===== src/rtl/id_fwd_stage_if.sv =====
// Bus bundle for the ID stage: fetch handshake, SRAM data, regfile port,
// forwarding sources, and the issue/redirect outputs.
interface id_fwd_stage_if #(
  parameter int unsigned NUM_FWD = 3,
  parameter int unsigned CNT_W   = 32
);
  logic                   if_valid;
  logic [31:0]            if_pc;
  logic                   id_ready;
  logic [31:0]            inst_rdata;
  logic [4:0]             rf_raddr1;
  logic [4:0]             rf_raddr2;
  logic [31:0]            rf_rdata1;
  logic [31:0]            rf_rdata2;
  logic [NUM_FWD-1:0]     fwd_we;
  logic [NUM_FWD-1:0]     fwd_is_load;
  logic [NUM_FWD*5-1:0]   fwd_waddr;
  logic [NUM_FWD*32-1:0]  fwd_wdata;
  logic                   ex_ready;
  logic                   id_valid;
  logic [31:0]            id_pc;
  logic [31:0]            id_inst;
  logic [31:0]            id_src1;
  logic [31:0]            id_src2;
  logic                   br_taken;
  logic [31:0]            br_target;
  logic [CNT_W-1:0]       interlock_cnt;

  // Environment side (IF, SRAM, regfile, later stages)
  modport master (
    output if_valid, if_pc, inst_rdata, rf_rdata1, rf_rdata2,
           fwd_we, fwd_is_load, fwd_waddr, fwd_wdata, ex_ready,
    input  id_ready, rf_raddr1, rf_raddr2, id_valid, id_pc, id_inst,
           id_src1, id_src2, br_taken, br_target, interlock_cnt
  );

  // Decode stage side
  modport slave (
    input  if_valid, if_pc, inst_rdata, rf_rdata1, rf_rdata2,
           fwd_we, fwd_is_load, fwd_waddr, fwd_wdata, ex_ready,
    output id_ready, rf_raddr1, rf_raddr2, id_valid, id_pc, id_inst,
           id_src1, id_src2, br_taken, br_target, interlock_cnt
  );
endinterface


===== src/rtl/id_fwd_stage.sv =====
// Instruction-decode stage: PC capture, instruction buffering, operand
// forwarding, load-use interlock and branch resolution at issue.
// Build option: define ID_FWD_EN to compile in the forwarding mux; without it
// any pending write to a source register stalls the stage instead.
module id_fwd_stage #(
  parameter int unsigned NUM_FWD = 3,
  parameter int unsigned CNT_W   = 32
) (
  input logic           clk,
  input logic           rst,
  id_fwd_stage_if.slave bus
);

  typedef enum logic [1:0] {IDLE, LIVE, HOLD} state_t;

  state_t             state;
  logic [31:0]        pc_r;
  logic [31:0]        hold_r;
  logic [CNT_W-1:0]   cnt_r;

  logic [31:0]        cur_inst;
  logic [4:0]         rs;
  logic [4:0]         rt;
  logic [5:0]         op;
  logic [NUM_FWD-1:0] stall_src;
  logic               load_use;
  logic               issue;
  logic               accept;
  logic [31:0]        src1;
  logic [31:0]        src2;
  logic [31:0]        pc4;
  logic               taken;
  logic [31:0]        target;

  // Any stalling source that targets a nonzero rs or rt blocks issue
  function automatic logic hazard(input logic [4:0] a, input logic [4:0] b,
                                  input logic [NUM_FWD-1:0] en,
                                  input logic [NUM_FWD*5-1:0] wa);
    logic hit;
    hit = 1'b0;
    for (int k = 0; k < NUM_FWD; k++) begin
      if (en[k] && (wa[5*k +: 5] != 5'd0) && ((wa[5*k +: 5] == a) || (wa[5*k +: 5] == b)))
        hit = 1'b1;
    end
    return hit;
  endfunction

`ifdef ID_FWD_EN
  // Youngest matching source wins; r0 is hardwired to zero
  function automatic logic [31:0] resolve(input logic [4:0] r, input logic [31:0] rfd,
                                          input logic [NUM_FWD-1:0] we,
                                          input logic [NUM_FWD*5-1:0] wa,
                                          input logic [NUM_FWD*32-1:0] wd);
    logic [31:0] v;
    logic        found;
    v     = rfd;
    found = 1'b0;
    for (int k = 0; k < NUM_FWD; k++) begin
      if (!found && we[k] && (wa[5*k +: 5] == r)) begin
        v     = wd[32*k +: 32];
        found = 1'b1;
      end
    end
    if (r == 5'd0) v = '0;
    return v;
  endfunction

  assign stall_src = bus.fwd_we & bus.fwd_is_load;
  assign src1      = resolve(rs, bus.rf_rdata1, bus.fwd_we, bus.fwd_waddr, bus.fwd_wdata);
  assign src2      = resolve(rt, bus.rf_rdata2, bus.fwd_we, bus.fwd_waddr, bus.fwd_wdata);
`else
  logic unused_fwd;

  assign stall_src  = bus.fwd_we;
  assign src1       = (rs == 5'd0) ? 32'd0 : bus.rf_rdata1;
  assign src2       = (rt == 5'd0) ? 32'd0 : bus.rf_rdata2;
  assign unused_fwd = ^{bus.fwd_is_load, bus.fwd_wdata};
`endif

  // Select the instruction word: fresh SRAM data or the held copy
  always_comb begin
    cur_inst = 32'd0;
    case (state)
      LIVE:    cur_inst = bus.inst_rdata;
      HOLD:    cur_inst = hold_r;
      default: cur_inst = 32'd0;
    endcase
  end

  assign rs       = cur_inst[25:21];
  assign rt       = cur_inst[20:16];
  assign op       = cur_inst[31:26];
  assign load_use = hazard(rs, rt, stall_src, bus.fwd_waddr);
  assign issue    = !rst && (state != IDLE) && !load_use && bus.ex_ready;
  assign accept   = bus.if_valid && bus.id_ready;
  assign pc4      = pc_r + 32'd4;

  // Branch / jump resolution on the resolved operands
  always_comb begin
    taken  = 1'b0;
    target = 32'd0;
    case (op)
      6'h04: begin
        taken  = (src1 == src2);
        target = pc4 + {{14{cur_inst[15]}}, cur_inst[15:0], 2'b00};
      end
      6'h05: begin
        taken  = (src1 != src2);
        target = pc4 + {{14{cur_inst[15]}}, cur_inst[15:0], 2'b00};
      end
      6'h02, 6'h03: begin
        taken  = 1'b1;
        target = {pc4[31:28], cur_inst[25:0], 2'b00};
      end
      6'h00: begin
        taken  = (cur_inst[5:0] == 6'h08);
        target = src1;
      end
      default: begin
        taken  = 1'b0;
        target = 32'd0;
      end
    endcase
  end

  assign bus.id_ready      = (state == IDLE) || issue;
  assign bus.id_valid      = issue;
  assign bus.id_pc         = issue ? pc_r : 32'd0;
  assign bus.id_inst       = issue ? cur_inst : 32'd0;
  assign bus.id_src1       = issue ? src1 : 32'd0;
  assign bus.id_src2       = issue ? src2 : 32'd0;
  assign bus.br_taken      = issue && taken;
  assign bus.br_target     = (issue && taken) ? target : 32'd0;
  assign bus.rf_raddr1     = rs;
  assign bus.rf_raddr2     = rt;
  assign bus.interlock_cnt = cnt_r;

  // Slot state, PC/hold capture and saturating interlock counter
  always_ff @(posedge clk) begin
    if (rst) begin
      state  <= IDLE;
      pc_r   <= 32'd0;
      hold_r <= 32'd0;
      cnt_r  <= '0;
    end else begin
      if (accept) pc_r <= bus.if_pc;
      case (state)
        IDLE: if (accept) state <= LIVE;
        LIVE: begin
          if (issue) begin
            state <= accept ? LIVE : IDLE;
          end else begin
            state  <= HOLD;
            hold_r <= bus.inst_rdata;
          end
        end
        HOLD: if (issue) state <= accept ? LIVE : IDLE;
        default: state <= IDLE;
      endcase
      if ((state != IDLE) && load_use && (cnt_r != '1))
        cnt_r <= cnt_r + CNT_W'(1);
    end
  end

endmodule


===== src/flat_wrapper.sv =====
// flat-port wrapper written by rule: the top's interface ports become plain ports
module id_fwd_stage_flat 
#(
  parameter int unsigned NUM_FWD = 3,
  parameter int unsigned CNT_W   = 32
)
  (clk, rst, bus_if_valid, bus_if_pc, bus_inst_rdata, bus_rf_rdata1, bus_rf_rdata2, bus_fwd_we, bus_fwd_is_load, bus_fwd_waddr, bus_fwd_wdata, bus_ex_ready, bus_id_ready, bus_rf_raddr1, bus_rf_raddr2, bus_id_valid, bus_id_pc, bus_id_inst, bus_id_src1, bus_id_src2, bus_br_taken, bus_br_target, bus_interlock_cnt);
  id_fwd_stage_if #(.NUM_FWD(NUM_FWD), .CNT_W(CNT_W)) bus_i ();
  input logic clk;
  input logic rst;
  input wire logic [$bits(bus_i.if_valid)-1:0] bus_if_valid;
  input wire logic [$bits(bus_i.if_pc)-1:0] bus_if_pc;
  input wire logic [$bits(bus_i.inst_rdata)-1:0] bus_inst_rdata;
  input wire logic [$bits(bus_i.rf_rdata1)-1:0] bus_rf_rdata1;
  input wire logic [$bits(bus_i.rf_rdata2)-1:0] bus_rf_rdata2;
  input wire logic [$bits(bus_i.fwd_we)-1:0] bus_fwd_we;
  input wire logic [$bits(bus_i.fwd_is_load)-1:0] bus_fwd_is_load;
  input wire logic [$bits(bus_i.fwd_waddr)-1:0] bus_fwd_waddr;
  input wire logic [$bits(bus_i.fwd_wdata)-1:0] bus_fwd_wdata;
  input wire logic [$bits(bus_i.ex_ready)-1:0] bus_ex_ready;
  output wire logic [$bits(bus_i.id_ready)-1:0] bus_id_ready;
  output wire logic [$bits(bus_i.rf_raddr1)-1:0] bus_rf_raddr1;
  output wire logic [$bits(bus_i.rf_raddr2)-1:0] bus_rf_raddr2;
  output wire logic [$bits(bus_i.id_valid)-1:0] bus_id_valid;
  output wire logic [$bits(bus_i.id_pc)-1:0] bus_id_pc;
  output wire logic [$bits(bus_i.id_inst)-1:0] bus_id_inst;
  output wire logic [$bits(bus_i.id_src1)-1:0] bus_id_src1;
  output wire logic [$bits(bus_i.id_src2)-1:0] bus_id_src2;
  output wire logic [$bits(bus_i.br_taken)-1:0] bus_br_taken;
  output wire logic [$bits(bus_i.br_target)-1:0] bus_br_target;
  output wire logic [$bits(bus_i.interlock_cnt)-1:0] bus_interlock_cnt;
  assign bus_i.if_valid = bus_if_valid;
  assign bus_i.if_pc = bus_if_pc;
  assign bus_i.inst_rdata = bus_inst_rdata;
  assign bus_i.rf_rdata1 = bus_rf_rdata1;
  assign bus_i.rf_rdata2 = bus_rf_rdata2;
  assign bus_i.fwd_we = bus_fwd_we;
  assign bus_i.fwd_is_load = bus_fwd_is_load;
  assign bus_i.fwd_waddr = bus_fwd_waddr;
  assign bus_i.fwd_wdata = bus_fwd_wdata;
  assign bus_i.ex_ready = bus_ex_ready;
  assign bus_id_ready = bus_i.id_ready;
  assign bus_rf_raddr1 = bus_i.rf_raddr1;
  assign bus_rf_raddr2 = bus_i.rf_raddr2;
  assign bus_id_valid = bus_i.id_valid;
  assign bus_id_pc = bus_i.id_pc;
  assign bus_id_inst = bus_i.id_inst;
  assign bus_id_src1 = bus_i.id_src1;
  assign bus_id_src2 = bus_i.id_src2;
  assign bus_br_taken = bus_i.br_taken;
  assign bus_br_target = bus_i.br_target;
  assign bus_interlock_cnt = bus_i.interlock_cnt;
  id_fwd_stage #(.NUM_FWD(NUM_FWD), .CNT_W(CNT_W)) u_core (.clk(clk), .rst(rst), .bus(bus_i));
endmodule

===== config.mk =====
export PLATFORM = sky130hd
export DESIGN_NAME = id_fwd_stage_flat
export DESIGN_NICKNAME = d
export VERILOG_FILES = /design/src/rtl/id_fwd_stage_if.sv /design/src/rtl/id_fwd_stage.sv /design/src/flat_wrapper.sv
export SDC_FILE = /design/constraint.sdc
export NUM_CORES = 1
export LEC_CHECK = 0
export ABC_AREA = 0
export CAP_MARGIN = 20
export CORE_AREA = 2 2 175 177
export CTS_CLUSTER_DIAMETER = 40
export DETAILED_ROUTE_END_ITERATION = 6
export DIE_AREA = 0 0 177 179
export MAX_ROUTING_LAYER = met4
export PLACE_DENSITY_LB_ADDON = 0.2
export SETUP_SLACK_MARGIN = 0.02
export SYNTH_ARGS = -nofsm -noshare
export SYNTH_HDL_FRONTEND = slang
export SYNTH_SLANG_ARGS = --single-unit

===== constraint.sdc =====
create_clock -name clk -period 10.7 [get_ports clk]
set_input_delay 3.21 -clock clk [delete_from_list [all_inputs] [get_ports clk]]
set_output_delay 3.21 -clock clk [all_outputs]
set_load 0.02 [all_outputs]

==> results of run 1 <==
-- stage by stage --
| stage | power [mW] | utilization | area (µm²) | hold WS (ns) |
|---|---|---|---|---|
| floorplan | 0.638 | - | 9270 | 0.436 |
| global placement | 0.818 | 0.450 | 13500 | 0.442 |
| detailed placement | 0.821 | 0.450 | 13500 | 0.450 |
| CTS | 1.18 | 0.461 | 13800 | 0.460 |
| global route | 1.23 | 0.462 | 13900 | 0.485 |
| finish | 1.17 | 0.462 | 13900 | 0.459 |
-- power by group --
| part | switching (mW) | internal, mW | total [mW] | leakage [nW] |
|---|---|---|---|---|
| Sequential | 0.0204 | 0.384 | 0.405 | 0.798 |
| Clock | 0.160 | 0.191 | 0.350 | 0.151 |
| Combinational | 0.234 | 0.180 | 0.414 | 4.69 |
-- cells in the mapped netlist, types with 8 or more instances --
cell type,instances,share of area
mux2i_1,58,0.063
dfxtp_1,98,0.21
o22ai_1,21,0.014
or4_1,12,0.0097
nand4_1,26,0.018
a31oi_1,17,0.011
or3_1,10,0.0067
a222oi_1,25,0.027
buf_2,9,0.0049
clkbuf_1,48,0.019
o21ai_0,32,0.017
ha_1,35,0.047
o31ai_1,11,0.0089
and2_1,67,0.045
a21o_1,10,0.0081
inv_1,50,0.020
nor2_1,157,0.064
xnor2_1,49,0.046
and3_1,59,0.040
nor2_2,24,0.016
nor3_1,33,0.018
nor2b_1,11,0.0074
a22oi_1,13,0.011
xor2_1,45,0.042
nand3_1,40,0.022
a22o_1,28,0.026
buf_4,8,0.0065
a21oi_1,54,0.029
nor4_1,12,0.0081
nor4bb_1,9,0.0097
nand2_1,79,0.032
-- logic make-up after synthesis --
family                   after synthesis  synth area share
XOR/XNOR                              94            0.0888
buffers and inverters                127            0.0599
flip-flops                            98             0.212
multiplexers                          62            0.0675
adder cells (fa/ha/maj)               36            0.0494
AND/OR/NAND/NOR                      564             0.316
AO/OA/AOI/OAI                        265             0.207
-- final timing paths --
path / endpoint / slack, ns / cells past startpoint
max: bus_br_target[26] / 0.22 / 18
min: u_core.hold_r[10] / 0.46 / 2
max reg2reg: u_core.state[1] / 5.83 / 14
min reg2reg: u_core.hold_r[10] / 0.46 / 2
-- registers in the layout, indices dropped and copies added (netlist names) --
register and cells:
u_core.pc_r 32, u_core.state 2, u_core.hold_r 32, u_core.bus.interlock_cnt 32
-- metal layers --
metal	vias up	wire length (µm)
met4	0	977
met5	-	0
met2	442	20900
met1	5174	17800
li1	5266	-
met3	49	3240
-- cell type report --
class / instances / share of cell area
Antenna cell: 2 / 0.000361
Clock buffer: 10 / 0.0172
Clock inverter: 6 / 0.00514
Inverter: 52 / 0.0141
Multi-Input combinational cell: 1021 / 0.490
Sequential cell: 98 / 0.141
Tap cell: 396 / 0.0357
Timing Repair Buffer: 427 / 0.296
-- repair_timing --
item	CTS	global route
endpoints found under the setup margin	2	5
hold buffers	0	0
setup buffers	0	1
pin swaps	0	2
resized for setup	2	7
-- cell usage in the layout, fill, tap and decap left out, drive strengths merged, types with 5 or more instances in the layout --
cell type      count
o21a               5
xnor2             49
nand2             79
or4               12
o21ai             36
a221oi             5
a31oi             17
o31ai             14
a211oi             6
or3               10
and3              59
and2              67
nand4             26
nand3             40
a22oi             13
nor2             181
nand2b             6
nor3              33
dfxtp             98
a21o              10
xor2              45
o22ai             21
mux2i             58
clkbuf            11
a21oi             59
nor4              12
nor4bb             9
buf               81
a222oi            25
ha                35
nor2b             11
clkdlybuf4s50    342
inv               55
a22o              29
-- worst min-delay path, stage by stage (launching register included) --
cell and delay, ns:
dfxtp_1 0.31, nand2_1 0.05, a21oi_1 0.05
==> results.yml, run 1 <==
global_route:
  antenna_found_initial: 2
  grt_overflow: 0
  use_met3: 0.0530
  met2_usage: 0.457
  grt_start_max_net_pins: 79
  grt_pass1_wl_mm: 62.1
  grt.busiest_layer: "met2"
  grt_pass1_vias: 10172
  grt_util_met1: 0.316
  grt_use_total: 0.267
critical_path:
  required_ns: 7.49
  crit_buf_inv: 6
  cpMostUsedCell: "buf_4"
  arrival_ns: 7.27
  worstSetupPathType: "in2out"
  r2r-start: "u_core.state[0]"
  slowest_stage: "clkdlybuf4s50_1"
  crit_path_end_kind: "output port"
  cp-startpoint: "bus_inst_rdata[15]"
  cpPeakStageDelay_ns: 0.56
  cp_cell_sequence: "clkdlybuf4s50_1 -> a22o_1 -> nand2_1 -> inv_2 -> ha_1 -> buf_4 -> nand2_1 -> or3_1 -> o21ai_0 -> a221oi_1 -> buf_4 -> o21ai_1 -> nor2_2 -> buf_4 -> xnor2_1 -> a222oi_1 -> nor2_2 -> clkdlybuf4s50_1"
  crit_family: "buffers and inverters"
  worst-path-max-fanout: 6
  crit_path_start_kind: "input pin"
final_layout:
  multiInputGateArea_mm2: 0.00680
  layout-drive-gt1-share: 0.0954
  nFillCells: 3084
  fin_cells: 2012
  num-nets-final: 1894
  area_growth_syn_to_layout_pct: 49.6
  register_area_mm2: 0.00196
status:
  status: "complete, but fails checks"
  violations: "design-rule violations"
synthesis:
  seq_area_frac_synth: 0.212
  syn_avg_cell_area_um2: 7.44
  synth-seq-cells: 98
  synth-edff-count: 0
  syn_inst: 1246
  synth_cell_types: 70
  async_reset_ff_frac: 0
  synth_ff_type: "dfxtp_1"
  syn_nets: 1531
  yosys_warnings: 0
  synthesis.area_mm2: 0.00927
detailed_routing:
  dr.pass1.iters: 7
  antenna_left: 0
  viasPerCell: 5.43
  wl_per_cell_um: 21.3
  routed_wl_mm: 42.9
  num_vias: 10931
  remaining_drc_errors: 1
  drt-initial-drc-count: 797
timing:
  finalWorstSetupSlack_ns: 0.225
  rsz0062_at_grt: "no"
  hold_viol_final: 0
  relSlewSlack: 0.350
  tns_ns: 0
  fin_crit_ns: 10.48
  timing.fmax_mhz: 95.5
  worst_pin_slew_ns: 0.972
  finClkSkew_ns: 0.0123
  finalSetupViolations: 0
  maxSlewViolCount: 0
  finalCritPeriodShare: 0.979
floorplan:
  die_w_um: 177
  dieArea_mm2: 0.0317
  core_area_mm2: 0.0300
  initial_utilization: 0.309
  rows: 64
  ios: 454
  die_h_um: 179
clock_tree:
  path_clk_slew_ns: 0.07
  cts-htree-levels: 3
  cts_sinks: 98
  clk_latency_ns: 0.37
  cts_inserted_buffers: 9
  cts_max_path_buffers: 2
  clock-root-buffer: "clkbuf_16"
  tritoncts: "built"
pwr:
  cellLeakagePower_nw: 5.64
  p_per_area_mw_per_mm2: 84.2
  peakVddDrop_mv: 0.0839
placement:
  dpl.hpwl_mm: 34.2
  dp_worst_setup_slack_ns: 0.00140
  port_buffers: 354
  gp_congestion: 0.947
  dp_cells: 1992
flow_run:
  cap_violations: 0
worst_hold_path:
  hold_path.class: "reg2reg"
  min-delay-start: "u_core.hold_r[10]"
(Power assumes the default switching activity.)
==> run 2, diff against run 1 <==
PLACE_DENSITY_LB_ADDON = 0.12   (was 0.2)
==> run 2 against run 1 <==
Clock skew is 0.0041 ns lower. Utilization down 0.11 points. Worst setup slack got worse by 0.027 ns. Hold slack about the same. The flow still finishes with violations (design-rule violations).
==> results.yml, run 2 (synthesized netlist as in run 1, its figures left out) <==
critical_path:
  worst-path-max-fanout: 5
  cpPeakStageDelay_ns: 0.67
  worstSetupPathType: "in2out"
  crit_path_start_kind: "input pin"
  required_ns: 7.49
  crit_path_end_kind: "output port"
  slowest_stage: "clkdlybuf4s50_1"
  arrival_ns: 7.29
  cp_cell_sequence: "clkdlybuf4s50_1 -> a22o_1 -> nand2_1 -> inv_2 -> ha_1 -> buf_4 -> nand2_1 -> or3_1 -> o21ai_1 -> a221oi_1 -> o21ai_1 -> nor2_1 -> or4b_1 -> a31oi_1 -> clkdlybuf4s50_1"
pwr:
  p_per_area_mw_per_mm2: 82.7
  power_frac_seq: 0.353
  clkPwrFrac: 0.283
  p_sw_uw: 417
  comb_power_share: 0.364
  cellLeakagePower_nw: 5.62
  swShare: 0.364
  intPower_uw: 728
  peakVddDrop_mv: 0.0814
final_layout:
  num-nets-final: 1897
  layout-drive-gt1-share: 0.0935
  layout_commonest_cell: "clkdlybuf4s50_1"
  nFillCells: 3135
  final_cell_mix: "346 x clkdlybuf4s50_1, 155 x nor2_1, 98 x dfxtp_1"
  area_growth_syn_to_layout_pct: 49.3
  postLayoutCellArea_mm2: 0.0138
detailed_routing:
  drt-initial-drc-count: 844
  wl_per_cell_um: 21.8
  remaining_drc_errors: 2
  num_vias: 10875
  routed_wl_mm: 43.9
  dr.pass1.iters: 7
  antenna_left: 0
  viasPerCell: 5.40
timing:
  finalSetupViolations: 0
  worst_pin_slew_ns: 0.976
  timing.fmax_mhz: 95.2
  finClkSkew_ns: 0.00817
  whs_ns: 0.459
  finalCritPeriodShare: 0.982
  fin_crit_ns: 10.50
  relSlewSlack: 0.347
  hold_viol_final: 0
  maxSlewViolCount: 0
  rsz0062_at_grt: "yes"
clock_tree:
  clk_latency_ns: 0.37
  cts_inserted_buffers: 9
  clock-root-buffer: "clkbuf_16"
  cts_max_path_buffers: 2
  cts-htree-levels: 3
  cts_sinks: 98
  hold_buffers: 0
  tritoncts: "built"
  path_clk_slew_ns: 0.07
  post_cts_buffers: 0
global_route:
  grt_pass1_wl_mm: 63.5
  met2_usage: 0.436
  antenna_found_initial: 3
  grt_start_max_net_pins: 59
  use_met3: 0.0545
  grt_use_total: 0.276
  grt_overflow: 0
  grt.busiest_layer: "met2"
  grt_pass1_vias: 10342
  grt_util_met1: 0.339
placement:
  gp_congestion: 0.947
  port_buffers: 354
  dpl.hpwl_mm: 34.5
  postPlaceCellArea_mm2: 0.0136
floorplan:
  initial_utilization: 0.309
  die_h_um: 179
  core_area_mm2: 0.0300
  die_w_um: 177
  ios: 454
  rows: 64
  dieArea_mm2: 0.0317
worst_hold_path:
  hold_path.class: "reg2reg"
status:
  violations: "design-rule violations"
  status: "complete, but fails checks"
flow_run:
  cap_violations: 0
-- run 2: cell types whose count changed in the layout (fill, tap and decap cells not counted), moves of 2 or more --
cell | previous run | this run
a211oi_2 | 3 | 1
buf_4 | 78 | 81
diode_2 | 2 | 4
clkdlybuf4s50_1 | 342 | 346
a211oi_1 | 3 | 5
-- run 2: what timing repair did --
action / CTS / global route
pin swaps: 0 / 2
endpoints found under the setup margin: 1 / 7
gates resized for setup: 1 / 4
-- run 2: area by class of cell --
type                    count  area, µm²  area share
diodes                      4       10.0    0.000723
flip-flops and latches     98       1960       0.142
clock inverters             4       27.5     0.00199
multi-input cells        1021       6800       0.491
well taps                 396        495      0.0358
repair buffers            430       4120       0.298
inverters                  52        195      0.0141
clock buffers              10        239      0.0173
-- run 2: worst paths after layout --
| kind | startpoint | to | cells after the start | slack (ns) |
|---|---|---|---|---|
| min reg2reg | u_core.hold_r[11] | u_core.hold_r[11] | 2 | 0.46 |
| max | bus_inst_rdata[15] | bus_br_target[28] | 15 | 0.20 |
| min | u_core.hold_r[11] | u_core.hold_r[11] | 2 | 0.46 |
| max reg2reg | u_core.state[0] | u_core.state[1] | 14 | 5.90 |
-- run 2: critical path: cells and delay by family --
kind | cells | cell delay (ns)
AOI/OAI and AO/OA | 5 | 1.19
adders and majority gates | 1 | 0.36
buffers and inverters | 4 | 1.32
and+or+nand+nor | 5 | 1.19
-- run 2: power groups by stage --
stage	clock network [mW]	registers [mW]	logic, mW
after detailed placement	0	0.412	0.414
final	0.324	0.404	0.417
after global placement	0	0.411	0.412
after CTS	0.334	0.404	0.416
after global routing	0.343	0.407	0.450
after floorplan	0	0.406	0.231
-- run 2: per-layer routing --
| metal | part of all wire | vias up |
|---|---|---|
| li1 | - | 5254 |
| met4 | 0.039 | 0 |
| met3 | 0.078 | 77 |
| met5 | 0 | - |
| met1 | 0.42 | 5071 |
| met2 | 0.46 | 473 |
-- run 2: through the flow --
step	power (mW)	cells	TNS (ns)	worst slack (ns)	utilization
final	1.15	2015	0	0.197	0.461
after global routing	1.20	2014	0	0.0184	0.461
after CTS	1.15	2011	0	0.0551	0.460
after detailed placement	0.827	1997	-0.0622	-0.0622	0.452
after global placement	0.823	1997	0	0.00799	0.452
after floorplan	0.638	1246	0	1.28	-
